`src/rtl/morph_pkg.sv`:
```
// Shared constants and helpers for the 3x3 binary morphology filter.
// Mode encoding, default frame geometry and video-counter widths.
package morph_pkg;

  localparam int H_ACTIVE_DEF = 640;
  localparam int V_ACTIVE_DEF = 480;

  localparam int HCNT_W = 12;
  localparam int VCNT_W = 11;

  typedef enum logic [1:0] {
    MODE_BYPASS = 2'd0,
    MODE_ERODE  = 2'd1,
    MODE_DILATE = 2'd2,
    MODE_MAJ    = 2'd3
  } mode_e;

  function automatic logic [3:0] popcnt9(
    input logic [8:0] w
  );
    logic [3:0] cnt;
    cnt = 4'd0;
    for (int i = 0; i < 9; i++) begin
      cnt = cnt + 4'(w[i]);
    end
    return cnt;
  endfunction

endpackage

```
`src/rtl/line_buffer_1b.sv`:
```
// Single-port 1-bit line memory, read-before-write.
// Read is combinational on the address; write lands at the clock edge.
module line_buffer_1b #(
  parameter int DEPTH = 640,
  parameter int AW    = $clog2(DEPTH)
) (
  input  logic          clk_i,
  input  logic          we_i,
  input  logic [AW-1:0] addr_i,
  input  logic          wdata_i,
  output logic          rdata_o
);

  logic mem_q [DEPTH];

  assign rdata_o = mem_q[addr_i];

  // Contents are not reset; stale data is masked downstream.
  always_ff @(posedge clk_i) begin
    if (we_i) begin
      mem_q[addr_i] <= wdata_i;
    end
  end

endmodule

```
`src/rtl/binary_morph.sv`:
```
// 3x3 erode / dilate / majority filter on the 1-bit colour mask.
// Output for pixel (h-1, v-1) is registered one clock after (h, v).
module binary_morph
  import morph_pkg::*;
#(
  parameter int H_ACTIVE = H_ACTIVE_DEF,
  parameter int V_ACTIVE = V_ACTIVE_DEF
) (
  input  logic              PClk,
  input  logic              RstN,
  input  logic [1:0]        Mode,
  input  logic [HCNT_W-1:0] VtcHCnt,
  input  logic [VCNT_W-1:0] VtcVCnt,
  input  logic              BinIn,
  output logic              BinOut,
  output logic [HCNT_W-1:0] BinHCnt,
  output logic [VCNT_W-1:0] BinVCnt,
  output logic              BinValid
);

  localparam int AW =
    (H_ACTIVE > 1) ? $clog2(H_ACTIVE) : 1;

  localparam logic [HCNT_W-1:0] HA =
    HCNT_W'(H_ACTIVE);
  localparam logic [VCNT_W-1:0] VA =
    VCNT_W'(V_ACTIVE);
  localparam logic [HCNT_W-1:0] H1 =
    HCNT_W'(1);
  localparam logic [VCNT_W-1:0] V1 =
    VCNT_W'(1);

  logic          h_act;
  logic          v_act;
  logic          v_rgn;
  logic          s;
  logic          lb_we;
  logic [AW-1:0] lb_addr;
  logic          l0_rd;
  logic          l1_rd;

  logic [2:0]    col_new;
  logic [2:0]    col_mid_q;
  logic [2:0]    col_left_q;
  logic [2:0]    col_left;
  logic [2:0]    row_top;
  logic [2:0]    row_mid;
  logic [2:0]    row_bot;
  logic [8:0]    win;
  logic [3:0]    pop;
  logic          cen_vld;
  logic          res;
  logic          frame_start;

  mode_e         mode_q;
  mode_e         mode_d;

  logic              out_q;
  logic              out_d;
  logic              vld_q;
  logic              vld_d;
  logic [HCNT_W-1:0] hcnt_q;
  logic [HCNT_W-1:0] hcnt_d;
  logic [VCNT_W-1:0] vcnt_q;
  logic [VCNT_W-1:0] vcnt_d;

  assign h_act = (VtcHCnt < HA);
  assign v_act = (VtcVCnt < VA);
  assign v_rgn = (VtcVCnt <= VA);

  // Outside the image the sample is 0.
  assign s = BinIn & h_act & v_act;

  // Buffers advance on every active column of
  // the processing rows, including the extra row.
  assign lb_we = h_act & v_rgn;

  assign lb_addr =
    h_act ? VtcHCnt[AW-1:0] : '0;

  line_buffer_1b #(
    .DEPTH (H_ACTIVE),
    .AW    (AW)
  ) u_l0 (
    .clk_i   (PClk),
    .we_i    (lb_we),
    .addr_i  (lb_addr),
    .wdata_i (s),
    .rdata_o (l0_rd)
  );

  line_buffer_1b #(
    .DEPTH (H_ACTIVE),
    .AW    (AW)
  ) u_l1 (
    .clk_i   (PClk),
    .we_i    (lb_we),
    .addr_i  (lb_addr),
    .wdata_i (l0_rd),
    .rdata_o (l1_rd)
  );

  // Right column: bit2 = row v-2, bit1 = v-1,
  // bit0 = v. Zero from h == H_ACTIVE onward.
  assign col_new =
    h_act ? {l1_rd, l0_rd, s} : 3'b000;

  // Column shift: new -> middle -> left.
  always_ff @(posedge PClk or negedge RstN) begin
    if (!RstN) begin
      col_mid_q  <= 3'b000;
      col_left_q <= 3'b000;
    end else begin
      col_mid_q  <= col_new;
      col_left_q <= col_mid_q;
    end
  end

  assign col_left =
    (VtcHCnt == H1) ? 3'b000 : col_left_q;

  assign row_top =
    {col_left[2], col_mid_q[2], col_new[2]}
    & {3{VtcVCnt != V1}};

  assign row_mid =
    {col_left[1], col_mid_q[1], col_new[1]};

  assign row_bot =
    {col_left[0], col_mid_q[0], col_new[0]}
    & {3{VtcVCnt != VA}};

  assign win = {row_top, row_mid, row_bot};
  assign pop = popcnt9(win);

  assign cen_vld =
    (VtcHCnt >= H1) && (VtcHCnt <= HA) &&
    (VtcVCnt >= V1) && (VtcVCnt <= VA);

  assign frame_start =
    (VtcHCnt == '0) && (VtcVCnt == '0);

  // Filter kernel selected by the frame mode.
  always_comb begin
    res = 1'b0;
    unique case (mode_q)
      MODE_BYPASS: res = row_mid[1];
      MODE_ERODE:  res = &win;
      MODE_DILATE: res = |win;
      MODE_MAJ:    res = (pop >= 4'd5);
    endcase
  end

  // Mode only changes at the frame origin.
  always_comb begin
    mode_d = mode_q;
    if (frame_start) begin
      mode_d = mode_e'(Mode);
    end
  end

  // Next output word; zero when centre invalid.
  always_comb begin
    vld_d  = cen_vld;
    out_d  = res & cen_vld;
    hcnt_d = '0;
    vcnt_d = '0;
    if (cen_vld) begin
      hcnt_d = VtcHCnt - H1;
      vcnt_d = VtcVCnt - V1;
    end
  end

  // Mode and output registers.
  always_ff @(posedge PClk or negedge RstN) begin
    if (!RstN) begin
      mode_q <= MODE_BYPASS;
      out_q  <= 1'b0;
      vld_q  <= 1'b0;
      hcnt_q <= '0;
      vcnt_q <= '0;
    end else begin
      mode_q <= mode_d;
      out_q  <= out_d;
      vld_q  <= vld_d;
      hcnt_q <= hcnt_d;
      vcnt_q <= vcnt_d;
    end
  end

  assign BinOut   = out_q;
  assign BinValid = vld_q;
  assign BinHCnt  = hcnt_q;
  assign BinVCnt  = vcnt_q;

endmodule

```
`config.mk`:
```
export PLATFORM = sky130hd
export DESIGN_NAME = binary_morph
export DESIGN_NICKNAME = d
export VERILOG_FILES = /design/src/rtl/morph_pkg.sv /design/src/rtl/line_buffer_1b.sv /design/src/rtl/binary_morph.sv
export SDC_FILE = /design/constraint.sdc
export NUM_CORES = 2
export LEC_CHECK = 0
export CAP_MARGIN = 20
export CORE_MARGIN = 2
export CORE_UTILIZATION = 40
export CTS_BUF_LIST = sky130_fd_sc_hd__clkbuf_4
export CTS_CLUSTER_DIAMETER = 40
export DETAILED_ROUTE_END_ITERATION = 7
export GPL_TIMING_DRIVEN = 1
export SLEW_MARGIN = 20
export SYNTH_ARGS = -nofsm -noshare
export SYNTH_HDL_FRONTEND = slang
export SYNTH_SLANG_ARGS = --single-unit
```
`constraint.sdc`:
```
create_clock -name PClk -period 102.2 [get_ports PClk]
set_input_delay 25.55 -clock PClk [delete_from_list [all_inputs] [get_ports PClk]]
set_output_delay 25.55 -clock PClk [all_outputs]
set_load 0.02 [all_outputs]
```
==> impl_metrics.py <==
metrics = {
    "run_status": {
        "status": "completed",
    },
    "critical_path": {
        "path_buf_inv": 10,
        "critPathSlowestCell": "a211oi_4",
        "worst-setup-path-type": "input pin to flop",
        "critical_path_arrival_ns": 34.89,
        "end_kind": "flop",
        "crit_fanout": 40,
        "path_delay_family": "adder cells",
        "critPathMaxStageDelay_ns": 0.83,
        "worstSetupStartpointType": "input pin",
        "critical_path_required_ns": 103.32,
    },
    "global_route": {
        "grt_start_max_net_pins": 244,
        "grt_antenna_before_repair": 9,
        "grt_util_all_layers": 0.2542,
        "grt_pass1_vias": 36540,
        "use_met1": 0.3425,
        "top_usage_layer": "met2",
        "gr-total-overflow": 0,
        "grt_pass1_wl_um": 258000,
        "grt.met3_usage": 0.07745,
        "use_met2": 0.3790,
    },
    "finish": {
        "final_cell_mix": "edfxtp_1 (1280), nor2_1 (795), clkbuf_4 (506), mux2i_1 (204), o22ai_1 (133)",
        "fin_nets": 4095,
        "post-route-util": 0.4502,
        "area_delta_synth_final_pct": 12.04,
        "layout-drive-gt1-share": 0.1935,
        "final_common_cell": "edfxtp_1",
    },
    "logic_synthesis": {
        "ys_seq_area_frac": 0.7124,
        "synth_cells": 3860,
        "ys_async_sr_fraction": 0.02513,
        "synth-edff-count": 1280,
        "ys.flop_type": "edfxtp_1",
        "yosysWarnings": 0,
        "syn-num-nets": 3901,
        "ys_ff_latch": 1313,
        "synth_area_um2": 55110,
        "ys_types": 89,
        "syn_area_per_cell_um2": 14.28,
    },
    "placement": {
        "place.gp.congestion": 0.9173,
        "dpl.hpwl_um": 109200,
        "portBuffers": 52,
    },
    "clocking": {
        "cts_buffers": 352,
        "post_cts_buffers": 0,
        "clk_latency_ns": 1.24,
        "root_buffer": "clkbuf_4",
        "numClockSinks": 1313,
        "cts.reportedPaths.clkPinSlew_ns": 0.07,
        "cts_htree_levels": 5,
        "clockBufferDepth": 4,
        "cts_resized": 0,
        "cts_tree": "built",
        "postCtsHoldBufs": 0,
    },
    "sta": {
        "drv_slew": 0,
        "period_needed_ns": 33.77,
        "max_clock_freq_ghz": 0.02961,
        "setup-tns-final_ns": 0,
        "period_share": 0.3304,
        "rsz0062_at_grt": "no",
        "slew_headroom": 0.1795,
        "hold_viol": 0,
        "tightest_slew_ns": 1.231,
        "clock_skew_ns": 0.1223,
        "setup_viol_count_final": 0,
    },
    "drt": {
        "wl_per_cell_um": 29.95,
        "firstDrtPassIters": 6,
        "vias": 37300,
        "remaining_drc_errors": 0,
        "via_per_inst": 6.137,
        "ant_nets": 0,
        "drtIter0Drc": 5701,
        "finalWirelength_um": 182000,
    },
    "floorplanning": {
        "pin_count": 53,
        "fp-row-count": 136,
        "coreArea_um2": 137200,
        "fp.dieArea_um2": 140800,
        "die_height_um": 375.2,
        "die_w_um": 375.2,
        "start_util": 0.4018,
    },
    "power": {
        "p_leak_nw": 17.36,
        "power_density_nw_per_um2": 17.57,
        "peakVddDrop_v": 0.00001172,
    },
    "min_path": {
        "hold_path_class": "flop to flop",
    },
    "flow_run": {
        "cap_viol_max_count": 0,
    },
}
[cells in the mapped netlist, types with 12 or more instances]
cell       instances  share of area
a21oi_1          122          0.011
o22ai_1          133          0.015
inv_1             38         0.0026
buf_2             68         0.0062
a22o_1            12         0.0019
a22oi_1           57         0.0078
edfxtp_1        1280           0.70
nor3_1            41         0.0037
a221oi_1          21         0.0033
a31oi_1           18         0.0020
nand2_1          135         0.0092
nor4_1            13         0.0015
o21ai_0           57         0.0052
a2bb2oi_1         52         0.0083
mux4_2            74          0.030
nor2_1           799          0.054
nand3_1           41         0.0037
mux2i_1          204          0.037
dfrtp_1           33          0.015
o211ai_1          29         0.0040
buf_4             30         0.0041
mux2_2            45         0.0092
a32oi_1           29         0.0046
clkbuf_1         189          0.013
xnor2_1           12         0.0019
o221ai_1          56         0.0089
buf_1             44         0.0030
nand4_1           20         0.0023
[cell type report]
type | instances | area (um2)
well taps | 1794 | 2245
multi-input cells | 2165 | 14300
inverters | 40 | 151.4
clock inverters | 74 | 414.1
fillers | 12340 | 75400
flip-flops and latches | 1313 | 39260
clock buffers | 506 | 3799
diodes | 3 | 7.507
repair buffers | 182 | 1568
[logic make-up after synthesis]
kind of cell | after synthesis | synth area share
flops | 1313 | 0.7124
buf+inv | 382 | 0.03110
compound gates | 690 | 0.08875
simple gates | 1125 | 0.08539
fa+ha+maj | 13 | 0.003633
mux | 323 | 0.07649
xor+xnor | 14 | 0.002225
[worst register-to-register path: cells and delay by family, from the launching register on]
kind / cells / cell delay [ns]
buf+inv: 5 / 0.36
fa+ha+maj: 5 / 2.49
flops: 1 / 0.33
simple gates: 7 / 2.14
mux: 1 / 0.08
compound gates: 8 / 1.64
[layer usage]
layer | routed length (um) | up-vias
met2 | 80710 | 2674
met5 | 92 | -
li1 | - | 15440
met3 | 22610 | 431
met4 | 8099 | 14
met1 | 70520 | 18740
[per-stage QoR]
stage | total power [mW] | std cells | hold slack [ns] | area (um2) | setup slack, ns
finish | 1.085 | 6077 | 0.3795 | 61750 | 68.43
global placement | 0.6479 | 5492 | 0.3587 | 57500 | 67.52
CTS | 1.090 | 6074 | 0.3752 | 61740 | 68.73
floorplan | 0.6362 | 3860 | 0.3461 | 55110 | 43.49
global route | 1.122 | 6076 | 0.3945 | 61750 | 68.31
detailed placement | 0.6480 | 5494 | 0.3607 | 57520 | 67.46
[final timing paths]
check	endpoint	from	cells after the start	slack [ns]
max in group asynchronous	col_left_q[1]$_DFF_PN0_	RstN	1	77.09
min reg2reg	col_left_q[2]$_DFF_PN0_	col_mid_q[2]$_DFF_PN0_	0	0.38
min	col_left_q[2]$_DFF_PN0_	col_mid_q[2]$_DFF_PN0_	0	0.38
max	BinOut$_DFF_PN0_	VtcHCnt[1]	30	68.43
max reg2reg	BinOut$_DFF_PN0_	u_l0.mem_q[447]$_DFFE_PP_	26	95.13
min in group asynchronous	BinValid$_DFF_PN0_	RstN	1	24.46
[where the power goes]
part	switching (mW)	internal [mW]	total [mW]
logic	0.0366	0.0130	0.0495
clock network	0.212	0.235	0.447
registers	0.000117	0.588	0.588
total	0.249	0.837	1.09
[flip-flops by register name (all words and copies together), names as in the netlist]
| signal | flops |
|---|---|
| BinVCnt | 11 |
| BinValid | 1 |
| BinOut | 1 |
| BinHCnt | 12 |
| col_left_q | 3 |
| col_mid_q | 3 |
| u_l0.mem_q | 640 |
| u_l1.mem_q | 640 |
| mode_q | 2 |
No activity file was read; power rests on OpenSTA's default activity.
